### config.mk
export PLATFORM = sky130hd
export DESIGN_NAME = bit_serializer
export DESIGN_NICKNAME = d
export VERILOG_FILES = /design/src/rtl/bit_serializer_pkg.sv /design/src/rtl/bit_serializer.sv
export SDC_FILE = /design/constraint.sdc
export NUM_CORES = 1
export LEC_CHECK = 0
export ABC_AREA = 1
export CAP_MARGIN = 20
export CORE_MARGIN = 4
export CORE_UTILIZATION = 50
export DETAILED_ROUTE_END_ITERATION = 12
export GPL_TIMING_DRIVEN = 0
export HOLD_SLACK_MARGIN = 0.15
export PLACE_DENSITY = 0.82
export SYNTH_ARGS = -nofsm -noshare
export SYNTH_HDL_FRONTEND = slang
export SYNTH_SLANG_ARGS = --single-unit
### constraint.sdc
create_clock -name clk -period 1.4 [get_ports clk]
set_input_delay 0.21 -clock clk [delete_from_list [all_inputs] [get_ports clk]]
set_output_delay 0.21 -clock clk [all_outputs]
set_load 0.02 [all_outputs]
### src/rtl/bit_serializer_pkg.sv
// Shared definitions for the bit serializer: FSM states, default word width
// and the counter-width helper.
package bit_serializer_pkg;

    localparam int unsigned DefaultWidth = 8;

    typedef enum logic [0:0] {
        StIdle  = 1'b0,
        StShift = 1'b1
    } state_e;

    // Bits needed to count 0..value-1, never less than one.
    function automatic int unsigned clog2(input int unsigned value);
        int unsigned result;
        result = 1;
        for (int unsigned i = 1; i < 32; i++) begin
            if ((32'd1 << i) < value) begin
                result = i + 1;
            end
        end
        return result;
    endfunction

endpackage

### src/rtl/bit_serializer.sv
// Parallel-to-serial converter with a one-word holding register so that
// consecutive words stream out with no idle cycle between them.
module bit_serializer
    import bit_serializer_pkg::*;
#(
    parameter int unsigned WIDTH     = DefaultWidth,
    parameter bit          MSB_FIRST = 1'b1,
    parameter bit          IDLE_BIT  = 1'b0
) (
    input  logic             clk,
    input  logic             reset,
    input  logic [WIDTH-1:0] in_data,
    input  logic             in_valid,
    output logic             in_ready,
    output logic             ser_bit,
    output logic             ser_valid,
    output logic             ser_last
);

    localparam int unsigned      CntW    = clog2(WIDTH);
    localparam logic [CntW-1:0]  LastCnt = CntW'(WIDTH - 1);

    state_e           state_q, state_d;
    logic [WIDTH-1:0] hold_data_q, hold_data_d;
    logic             hold_full_q, hold_full_d;
    logic [WIDTH-1:0] shreg_q, shreg_d;
    logic [CntW-1:0]  cnt_q, cnt_d;
    logic             ser_bit_q, ser_bit_d;
    logic             ser_valid_q, ser_valid_d;
    logic             ser_last_q, ser_last_d;

    logic accept;
    logic last_bit;
    logic load;
    logic cur_bit;

    // Ready depends only on the holding register, never on in_valid.
    assign in_ready = ~hold_full_q;
    assign accept   = in_valid & ~hold_full_q;
    assign last_bit = (state_q == StShift) && (cnt_q == LastCnt);
    // A held word enters the shifter when idle or right as the final bit goes out.
    assign load     = hold_full_q & ((state_q == StIdle) | last_bit);
    assign cur_bit  = MSB_FIRST ? shreg_q[WIDTH-1] : shreg_q[0];

    // Next-state logic for holding register, shifter, counter and outputs.
    always_comb begin
        state_d     = state_q;
        hold_data_d = hold_data_q;
        hold_full_d = hold_full_q;
        shreg_d     = shreg_q;
        cnt_d       = cnt_q;

        // accept and load are mutually exclusive: one needs hold empty, the other full.
        if (accept) begin
            hold_data_d = in_data;
            hold_full_d = 1'b1;
        end

        if (load) begin
            shreg_d     = hold_data_q;
            cnt_d       = '0;
            hold_full_d = 1'b0;
            state_d     = StShift;
        end else if (state_q == StShift) begin
            if (last_bit) begin
                cnt_d   = '0;
                state_d = StIdle;
            end else begin
                cnt_d   = cnt_q + CntW'(1);
                shreg_d = MSB_FIRST ? {shreg_q[WIDTH-2:0], 1'b0} : {1'b0, shreg_q[WIDTH-1:1]};
            end
        end

        // Outputs lag the shifter by one register stage.
        ser_valid_d = (state_q == StShift);
        ser_bit_d   = (state_q == StShift) ? cur_bit : IDLE_BIT;
        ser_last_d  = last_bit;
    end

    // State and output registers with asynchronous active-low reset.
    always_ff @(posedge clk or negedge reset) begin
        if (!reset) begin
            state_q     <= StIdle;
            hold_data_q <= '0;
            hold_full_q <= 1'b0;
            shreg_q     <= '0;
            cnt_q       <= '0;
            ser_bit_q   <= IDLE_BIT;
            ser_valid_q <= 1'b0;
            ser_last_q  <= 1'b0;
        end else begin
            state_q     <= state_d;
            hold_data_q <= hold_data_d;
            hold_full_q <= hold_full_d;
            shreg_q     <= shreg_d;
            cnt_q       <= cnt_d;
            ser_bit_q   <= ser_bit_d;
            ser_valid_q <= ser_valid_d;
            ser_last_q  <= ser_last_d;
        end
    end

    assign ser_bit   = ser_bit_q;
    assign ser_valid = ser_valid_q;
    assign ser_last  = ser_last_q;

endmodule

==> results.yml <==
sta:
  tightest_slew_ps: 396.2
  min_period_over_period: 0.9426
  layout_min_cycle_time_ps: 1320
  final-hold-violation-count: 0
  rsz0062_at_grt: "false"
  setup_viol: 0
  holdWs_ps: 182.9
  fin_skew_ps: 12.41
  timing.fmax_ghz: 0.7578
  slew_headroom: 0.7350
  drv_slew: 0
drt:
  routedWlPerCell_um: 11.11
  wl_met2_um: 851
  routedLengthMet1_um: 763
  via_per_inst: 5.051
  drtAntennaViolNets: 0
  wl_met3_um: 115
  drc: 0
  routed_wl_um: 1744
  vias: 793
  dr.pass1.iters: 4
  drt_iter0_markers: 20
  top_layer: "met4"
cts:
  clkTransAtPathRegs_ps: 130
  clk_latency_ps: 310
  htreeDepth: 1
  cts.sinks: 24
  cts_tree: "done"
  root_buffer: "clkbuf_4"
  cts_hold_buf: 0
  clock_path_buffers: 2
  numCtsBuffers: 3
cells_and_area:
  fin_nets: 144
  drive_gt1_frac: 0.1385
  fillers: 176
  diodes: 0
  area_growth_pct: 22.98
  multi_input_area_um2: 355.3
  register_area_um2: 600.6
logic_synthesis:
  synth_xor_area_frac: 0
  synth_area_per_cell_um2: 9.221
  synthMuxAreaShare: 0
  seq_area_frac_synth: 0.5868
  yosysWarnings: 0
  synth_area_leaders: "dfrtp_1 (59%), nand3_1 (15%), nand2_1 (13%), ha_1 (2.4%), buf_6 (2.2%)"
  synth_flop_cell: "dfrtp_1"
  synthTopCellsByCount: "nand2_1 (35), nand3_1 (31), dfrtp_1 (24)"
  yosysUniqueCellTypes: 13
  synth_compound_area_frac: 0.009780
  synth-edff-count: 0
  async_flop_share: 1.000
  synth_most_common_cell: "nand2_1"
  synth_fa_ha_area_frac: 0.02445
  synth_top_family_by_area: "simple AND/OR/NAND/NOR gates"
  synth-seq-cells: 24
  netlist_instances: 111
  yosysTopAreaCellShare: 0.5868
  synthesis.nets: 124
  synth-simple-area-share: 0.3105
  yosysTopAreaCell: "dfrtp_1"
  synth_area_um2: 1023
worst_setup_path:
  cp_max_fo: 10
  reg2reg_setup_slack_ps: 80
  worstPathRequired_ps: 1600
  critPathKind: "reg2reg"
  arrival_ps: 1520
  cp-start-kind: "flip-flop"
  cp-end-kind: "flip-flop"
min_path:
  hp-class: "in2async"
global_routing:
  grt_pass1_wl_um: 3098
  antenna_found_initial: 0
  grt_pass1_vias: 763
  grt_usage: 0.1510
  overflow: 0
  grt_max_degree: 25
floorplanning:
  start_util: 0.5217
  die_x_um: 53.25
  coreArea_um2: 1962
  rows: 16
  fp.dieH_um: 53.25
  io_pins: 15
  dieArea_um2: 2835
power:
  swShare: 0.3529
  p_int_mw: 1.645
  max-vdd-ir-drop_uv: 1136
  clockPowerShare: 0.191
  p_comb_frac: 0.381
  leakagePower_nw: 0.6525
  p_sw_mw: 0.8971
  power_mw: 2.542
  powerDensity_nw_per_um2: 2019
  seq_power_share: 0.428
placed_design:
  place_congestion: 0.7062
  io_buffers: 13
  place_hpwl_um: 1277
status:
  outcome: "finished clean"
flow_run:
  max-cap-violations: 0
## logic make-up after synthesis
| group | count (synthesis) |
|---|---|
| AOI/OAI and AO/OA | 2 |
| and+or+nand+nor | 71 |
| buffers and inverters | 12 |
| adders and majority gates | 2 |
| DFF | 24 |
## flip-flops by register name, summed over array words and instances (netlist names)
signal       flops
cnt_q            3
hold_data_q      8
hold_full_q      1
ser_bit          1
ser_last         1
ser_valid        1
ser_valid_d      1
shreg_q          8
## metrics by stage
stage | utilization | worst slack [ps] | setup TNS [ps] | instances | instance area (um2)
3_5_place_dp | 0.6052 | -96.95 | -2356 | 151 | 1187
2_1_floorplan | - | 115.1 | 0 | 111 | 1023
6_report | 0.6416 | 80.37 | 0 | 157 | 1259
3_3_place_gp | 0.6052 | -84.41 | -2057 | 151 | 1187
4_1_cts | 0.6327 | 18.02 | 0 | 156 | 1241
5_1_grt | 0.6416 | 11.83 | 0 | 157 | 1259
## what timing repair did
action / in CTS / in global routing
setup endpoints to repair: 11 / 8
gates cloned: 0 / 0
gates resized for setup: 8 / 1
buffers inserted: 1 / 0
## worst max-delay path, cell delays in order, from the launching register on
cell     delay (ps)
dfrtp_1         400
ha_1            200
ha_2            210
inv_2            60
nand2_2          50
buf_6           140
nand3_1          70
nand3_1          70
## power groups by stage
stage               combinational [mW]  sequential (mW)  clock, mW
floorplan                        0.664             1.11          0
global placement                 0.927             1.10          0
detailed placement               0.972             1.11          0
CTS                              0.978             1.09      0.496
global route                      1.11             1.12      0.523
finish                           0.968             1.09      0.485
## path summary, 6_finish.rpt
check,start,endpoint,depth (start not counted)
setup / recovery,cnt_q[0]$_DFFE_PN0P_,shreg_q[6]$_DFFE_PN0P_,7
hold / removal,reset,hold_full_q$_DFFE_PN0P_,1
setup reg to reg,cnt_q[0]$_DFFE_PN0P_,shreg_q[6]$_DFFE_PN0P_,7
hold reg to reg,shreg_q[7]$_DFFE_PN0P_,ser_bit$_DFF_PN0_,2
max in group asynchronous,reset,shreg_q[5]$_DFFE_PN0P_,2
min in group clk,in_valid,hold_data_q[4]$_DFFE_PN0P_,3
## layer usage
| metal | up-vias | track usage |
|---|---|---|
| li1 | 396 | - |
| met1 | 371 | 0.1772 |
| met2 | 24 | 0.2673 |
| met3 | 2 | 0.02535 |
| met4 | 0 | 0.06383 |
| met5 | - | 0 |
## cell type report
type / instances / area share
Buffer: 6 / 0.03976
Clock buffer: 3 / 0.01789
Clock inverter: 1 / 0.02386
Inverter: 6 / 0.01789
Multi-Input combinational cell: 75 / 0.2823
Sequential cell: 24 / 0.4771
Tap cell: 27 / 0.02684
Timing Repair Buffer: 15 / 0.1143
## cells in the final DEF, fill, tap and decap left out
master           instances
buf_2                    2
buf_4                    4
buf_6                    2
buf_8                    1
bufinv_16                1
clkbuf_4                 3
clkdlybuf4s50_1          9
dfrtp_1                 24
dlygate4sd2_1            3
ha_1                     1
ha_2                     1
inv_1                    5
inv_2                    1
nand2_1                 35
nand2_2                  2
nand3_1                 31
nor2_1                   2
nor2_4                   1
o21ai_1                  2
No activity file was read; power rests on OpenSTA's default activity.
==> edit 1, RTL diff (same settings) <==
Reset style: synchronous (`reset`), changed in one clocked block. Comments in the files are not updated.
--- a/src/rtl/bit_serializer.sv
+++ b/src/rtl/bit_serializer.sv
@@ -78,7 +78,7 @@
     end
 
     // State and output registers with asynchronous active-low reset.
-    always_ff @(posedge clk or negedge reset) begin
+    always_ff @(posedge clk) begin
         if (!reset) begin
             state_q     <= StIdle;
             hold_data_q <= '0;
Check against the original RTL: differs if reset is asserted again (counterexample within 4 cycles, from zero or initial values and one cycle with reset low); with reset held inactive, the same outputs for 10 cycles.
==> edit 1 against the original RTL <==
- area after synthesis decreased by 4.0%
- setup slack got worse by 0.0020 ns
- cell area decreased by 3.7%
- sequential cell count unchanged
- wire length increased by 5.3%
- clock skew decreased by 0.0090 ns
- critical endpoint is now shreg_q[0]$_SDFFE_PN0P_
Power is not compared: it rests on default switching activity, and its combinational part moved more than twofold at a synthesized area within 25%.
==> edit 1: results (changes against the original RTL) <==
Worst R2R Start cnt_q[1]$_SDFFE_PP0P_ (was cnt_q[0]$_DFFE_PN0P_); Nets 159 (was 144); synthesized area per cell 7.795 µm² (was 9.221 µm²); final wirelength 1837 µm (was 1744 µm); drt first-iter violations 35 (was 20); top post-synthesis cells by area dfxtp_1, nand3_1, nand2_1 (was dfrtp_1, nand3_1, nand2_1); outcome complete, no violations (unchanged); vias in the first global route 786 (was 763); Crit path max-delay family flip-flops (was adder cells); critical path's slowest cell dfxtp_1 (was dfrtp_1); worst hold slack 0.2145 ns (was 0.1829 ns); commonest register cell after synthesis dfxtp_1 (was dfrtp_1); critical path arrival 1.57 ns (was 1.52 ns); Avg WL per Cell 10.81 µm (was 11.11 µm); largest net degree at the start of global routing 14 (was 25); gpl congestion 0.6972 (was 0.7062); Area after DPL 1144 µm² (was 1187 µm²); Synthesized Nets 139 (was 124); min cycle time layout 1.322 ns (was 1.320 ns); Clk Latency, worst-skew pair 0.31 ns (about the same); share of cells above drive strength 1 0.1586 (was 0.1385); CP Max Fanout 8 (was 10); Total GRT Usage 0.1554 (was 0.1510); asr flop ratio synth 0 (was 1.000); pre-CTS setup slack -0.04737 ns (was -0.09695 ns); CP endpoint shreg_q[0]$_SDFFE_PN0P_ (was shreg_q[6]$_DFFE_PN0P_); min-delay worst type input port to flip-flop (was input port to asynchronous set/reset pin); DR vias/cell 4.947 (was 5.051); worst slew pin tran 0.2524 ns (was 0.3962 ns); Post-synth top cells dfxtp_1, nand3_1, nand2_1, nor2_1, inv_1 (was nand2_1, nand3_1, dfrtp_1, inv_1); overall power 1300 µW; fill count 167 (was 176); maximum clock skew at final layout 0.003380 ns (was 0.01241 ns); sequential area share after synthesis 0.4892 (was 0.5868); Yosys cell types 16 (was 13); first-pass GRT wire length 3201 µm (was 3098 µm)
edit 1: cell count changes after synthesis, moves of 2 or more:
cell,change
a21oi_1,+4
buf_4,-2
dfrtp_1,-24
dfxtp_1,+24
inv_1,+7
inv_2,+2
nand2_1,-14
nand2_2,-2
nand3_1,-9
nor2_1,+18
o21ai_0,+8
o21ai_1,-2
edit 1: what timing repair did:
action	4_1_cts	5_1_grt
endpoints found under the setup margin	12	9
gates cloned	0	1
pin swaps	0	2
gates resized for setup	6	7
buffers inserted	0	1
hold endpoints to repair	0	0
edit 1: cell type report:
type / instances / area, µm² / area share
Buffer: 4 / 38.79 / 0.03199
Clock buffer: 4 / 36.28 / 0.02993
Tap cell: 25 / 31.28 / 0.02580
Sequential cell: 24 / 481.7 / 0.3973
Timing Repair Buffer: 15 / 133.9 / 0.1104
Inverter: 15 / 58.81 / 0.04850
Multi-Input combinational cell: 83 / 431.7 / 0.3560
edit 1: cell families after synthesis:
| kind of cell | count (synthesis) | share of synthesized area |
|---|---|---|
| AOI/OAI and AO/OA | 14 | 0.07899 |
| buffers and inverters | 19 | 0.09680 |
| adders and majority gates | 2 | 0.02547 |
| and+or+nand+nor | 67 | 0.3096 |
| DFF | 24 | 0.4892 |
edit 1: how the worst min path moves through the flow:
stage	to	depth (start not counted)
floorplan	hold_data_q[0]$_SDFFE_PN0P_	2
global placement	ser_bit$_SDFF_PN0_	2
detailed placement	ser_bit$_SDFF_PN0_	2
CTS	hold_data_q[3]$_SDFFE_PN0P_	3
global route	hold_data_q[2]$_SDFFE_PN0P_	3
finish	hold_data_q[3]$_SDFFE_PN0P_	3
edit 1: per-layer routing:
layer	track usage	part of all wire	up-vias
met5	0	0	-
met4	0.07660	0.016	0
met3	0.02564	0.050	4
met2	0.2810	0.48	19
met1	0.1728	0.45	382
li1	-	-	436
==> edit 2, RTL diff (config.mk and constraints unchanged) <==
Made on the original files. Set the package constant `DefaultWidth` to 6 (it was 8).
--- a/src/rtl/bit_serializer_pkg.sv
+++ b/src/rtl/bit_serializer_pkg.sv
@@ -2,7 +2,7 @@
 // and the counter-width helper.
 package bit_serializer_pkg;
 
-    localparam int unsigned DefaultWidth = 8;
+    localparam int unsigned DefaultWidth = 6;
 
     typedef enum logic [0:0] {
         StIdle  = 1'b0,
Ports: changed (resized in_data); port bits go from 15 to 13. The function was not compared with the original's and may differ.
==> edit 2 against the original RTL <==
- setup slack worse by 0.0071 ns
- synthesized cell count is 22% lower
- area after synthesis fell by 15%
- critical path type is now flip-flop to output port
- total power shrank 15%
- critical endpoint is now in_ready
- highest routed layer unchanged
- sequential cell count is 4 lower
- worst hold slack gained 0.21 ns
- via count down 21%
- combinational power shrank 11%
- non-clock buffer count decreased by 7
- wire length fell by 21%
- cell area shrank 18%
==> edit 2: results (changes against the original RTL) <==
outcome complete, no violations (unchanged); post-DP HPWL 1073 µm (was 1277 µm); Post-synth top cells nand2_1, dfrtp_1, nand3_1, nand3_2, o21ai_1 (was nand2_1, nand3_1, dfrtp_1, inv_1); DR vias/cell 5.280 (was 5.051); TritonCTS Buffers 3 (unchanged); share of cells above drive strength 1 0.1569 (was 0.1385); Post-Place Cells 115 (was 151); worst rel slew slack 0.4239 (was 0.7350); Synth Warn # 0 (unchanged); Root Buffer clkbuf_4 (unchanged); Post-CTS Setup Bufs 0 (was 1); Finished Layout Cells 118 (was 157); vias in the first global route 615 (was 763); drt pass-1 iters 4 (unchanged); biggest regs hold_data_q x6, shreg_q x6, cnt_q x3 (was hold_data_q x8, shreg_q x8, cnt_q x3); Nets 114 (was 144); Yosys cell types 16 (was 13); top post-synthesis cells by area dfrtp_1, nand2_1, nand3_1 (was dfrtp_1, nand3_1, nand2_1); commonest register cell after synthesis dfrtp_1 (unchanged); VDD IR max 0.8759 mV (was 1.136 mV); net load switching power 832.5 µW (was 897.1 µW); largest net degree at the start of global routing 21 (was 25); min-delay worst type input port to asynchronous set/reset pin (unchanged); sequential area share after synthesis 0.5764 (was 0.5868); Avg WL per Cell 11.73 µm (was 11.11 µm); critical path arrival 1.12 ns (was 1.52 ns); asr flop ratio synth 1.000 (unchanged); Leakage 0.0005147 µW (was 0.0006525 µW); CP Max Fanout 16 (was 10); drt first-iter violations 13 (was 20); IO buf count 12 (was 13); Synthesized Nets 98 (was 124); synthesized area per cell 9.981 µm² (was 9.221 µm²); Ant. Diodes 0 (unchanged); Clk Latency, worst-skew pair 0.29 ns (was 0.31 ns); Area after DPL 1008 µm² (was 1187 µm²); gpl congestion 0.7141 (was 0.7062); initial antenna violation count 0 (unchanged); first-pass GRT wire length 2553 µm (was 3098 µm); Max Buffers Root-to-Sink 2 (unchanged); Total GRT Usage 0.1352 (was 0.1510); Clock transition at path regs 0.11 ns (was 0.13 ns); H-tree Lvls 1 (unchanged); maximum clock skew at final layout 0.006244 ns (was 0.01241 ns); post_cts resized 8 (unchanged)
edit 2: changes by cell type in the layout (fill, tap and decap cells not counted), sizes merged, moves of 2 or more:
cell,unedited run,this run
nand2,37,28
buf,9,3
inv,6,4
dfrtp,24,20
nand3,31,23
edit 2: final cells by class:
| class | instances | area [µm²] |
|---|---|---|
| Multi-Input combinational cell | 60 | 315.3 |
| Buffer | 2 | 27.53 |
| Timing Repair Buffer | 12 | 113.9 |
| Inverter | 4 | 20.02 |
| Sequential cell | 20 | 500.5 |
| Clock buffer | 4 | 36.28 |
| Fill cell | 132 | 543.0 |
| Tap cell | 16 | 20.02 |
edit 2: path summary, 6_finish.rpt:
kind	start	slack (ns)	depth (start not counted)	endpoint
max	hold_full_q$_DFFE_PN0P_	0.07	3	in_ready
min	reset	0.40	1	shreg_q[2]$_DFFE_PN0P_
max reg2reg	cnt_q[0]$_DFFE_PN0P_	0.15	6	shreg_q[1]$_DFFE_PN0P_
min reg2reg	hold_data_q[1]$_DFFE_PN0P_	0.48	2	hold_data_q[1]$_DFFE_PN0P_
max in group asynchronous	reset	0.47	1	hold_data_q[1]$_DFFE_PN0P_
min in group clk	in_data[3]	0.45	3	hold_data_q[3]$_DFFE_PN0P_
edit 2: power by group through the flow:
stage | Combinational [µW] | Clock, µW | Sequential [µW]
after floorplan | 632 | 0 | 996
after global placement | 896 | 0 | 975
after detailed placement | 925 | 0 | 989
after CTS | 877 | 335 | 975
after global routing | 976 | 363 | 1010
final | 866 | 320 | 973
edit 2: cell families after synthesis:
logic type	Yosys count	share of synthesized area
flops	20	0.5764
xor+xnor	1	0.01009
fa+ha+maj	2	0.02881
simple gates	53	0.2968
buf+inv	7	0.06052
compound gates	4	0.02737
edit 2: stage by stage:
| stage | util | total power, µW | setup WS, ns |
|---|---|---|---|
| after global placement | 0.6397 | 1871 | -0.2115 |
| after floorplan | - | 1628 | 0.2511 |
| final | 0.6556 | 2159 | 0.07327 |
| after global routing | 0.6556 | 2345 | 0.004367 |
| after detailed placement | 0.6397 | 1914 | -0.2026 |
| after CTS | 0.6540 | 2186 | 0.01961 |
edit 2: worst max-delay path: stages (launching register included):
cell     delay, ns
dfrtp_1       0.37
buf_4         0.17
inv_6         0.13
buf_4         0.16
edit 2: metal layers:
metal  global-route usage  routed length (µm)  up-vias
met3              0.03916                  88        2
met4              0.05530                  15        0
li1                     -                   -      314
met1               0.1473                 581      288
met5                    0                   0        -
met2               0.2423                 699       19
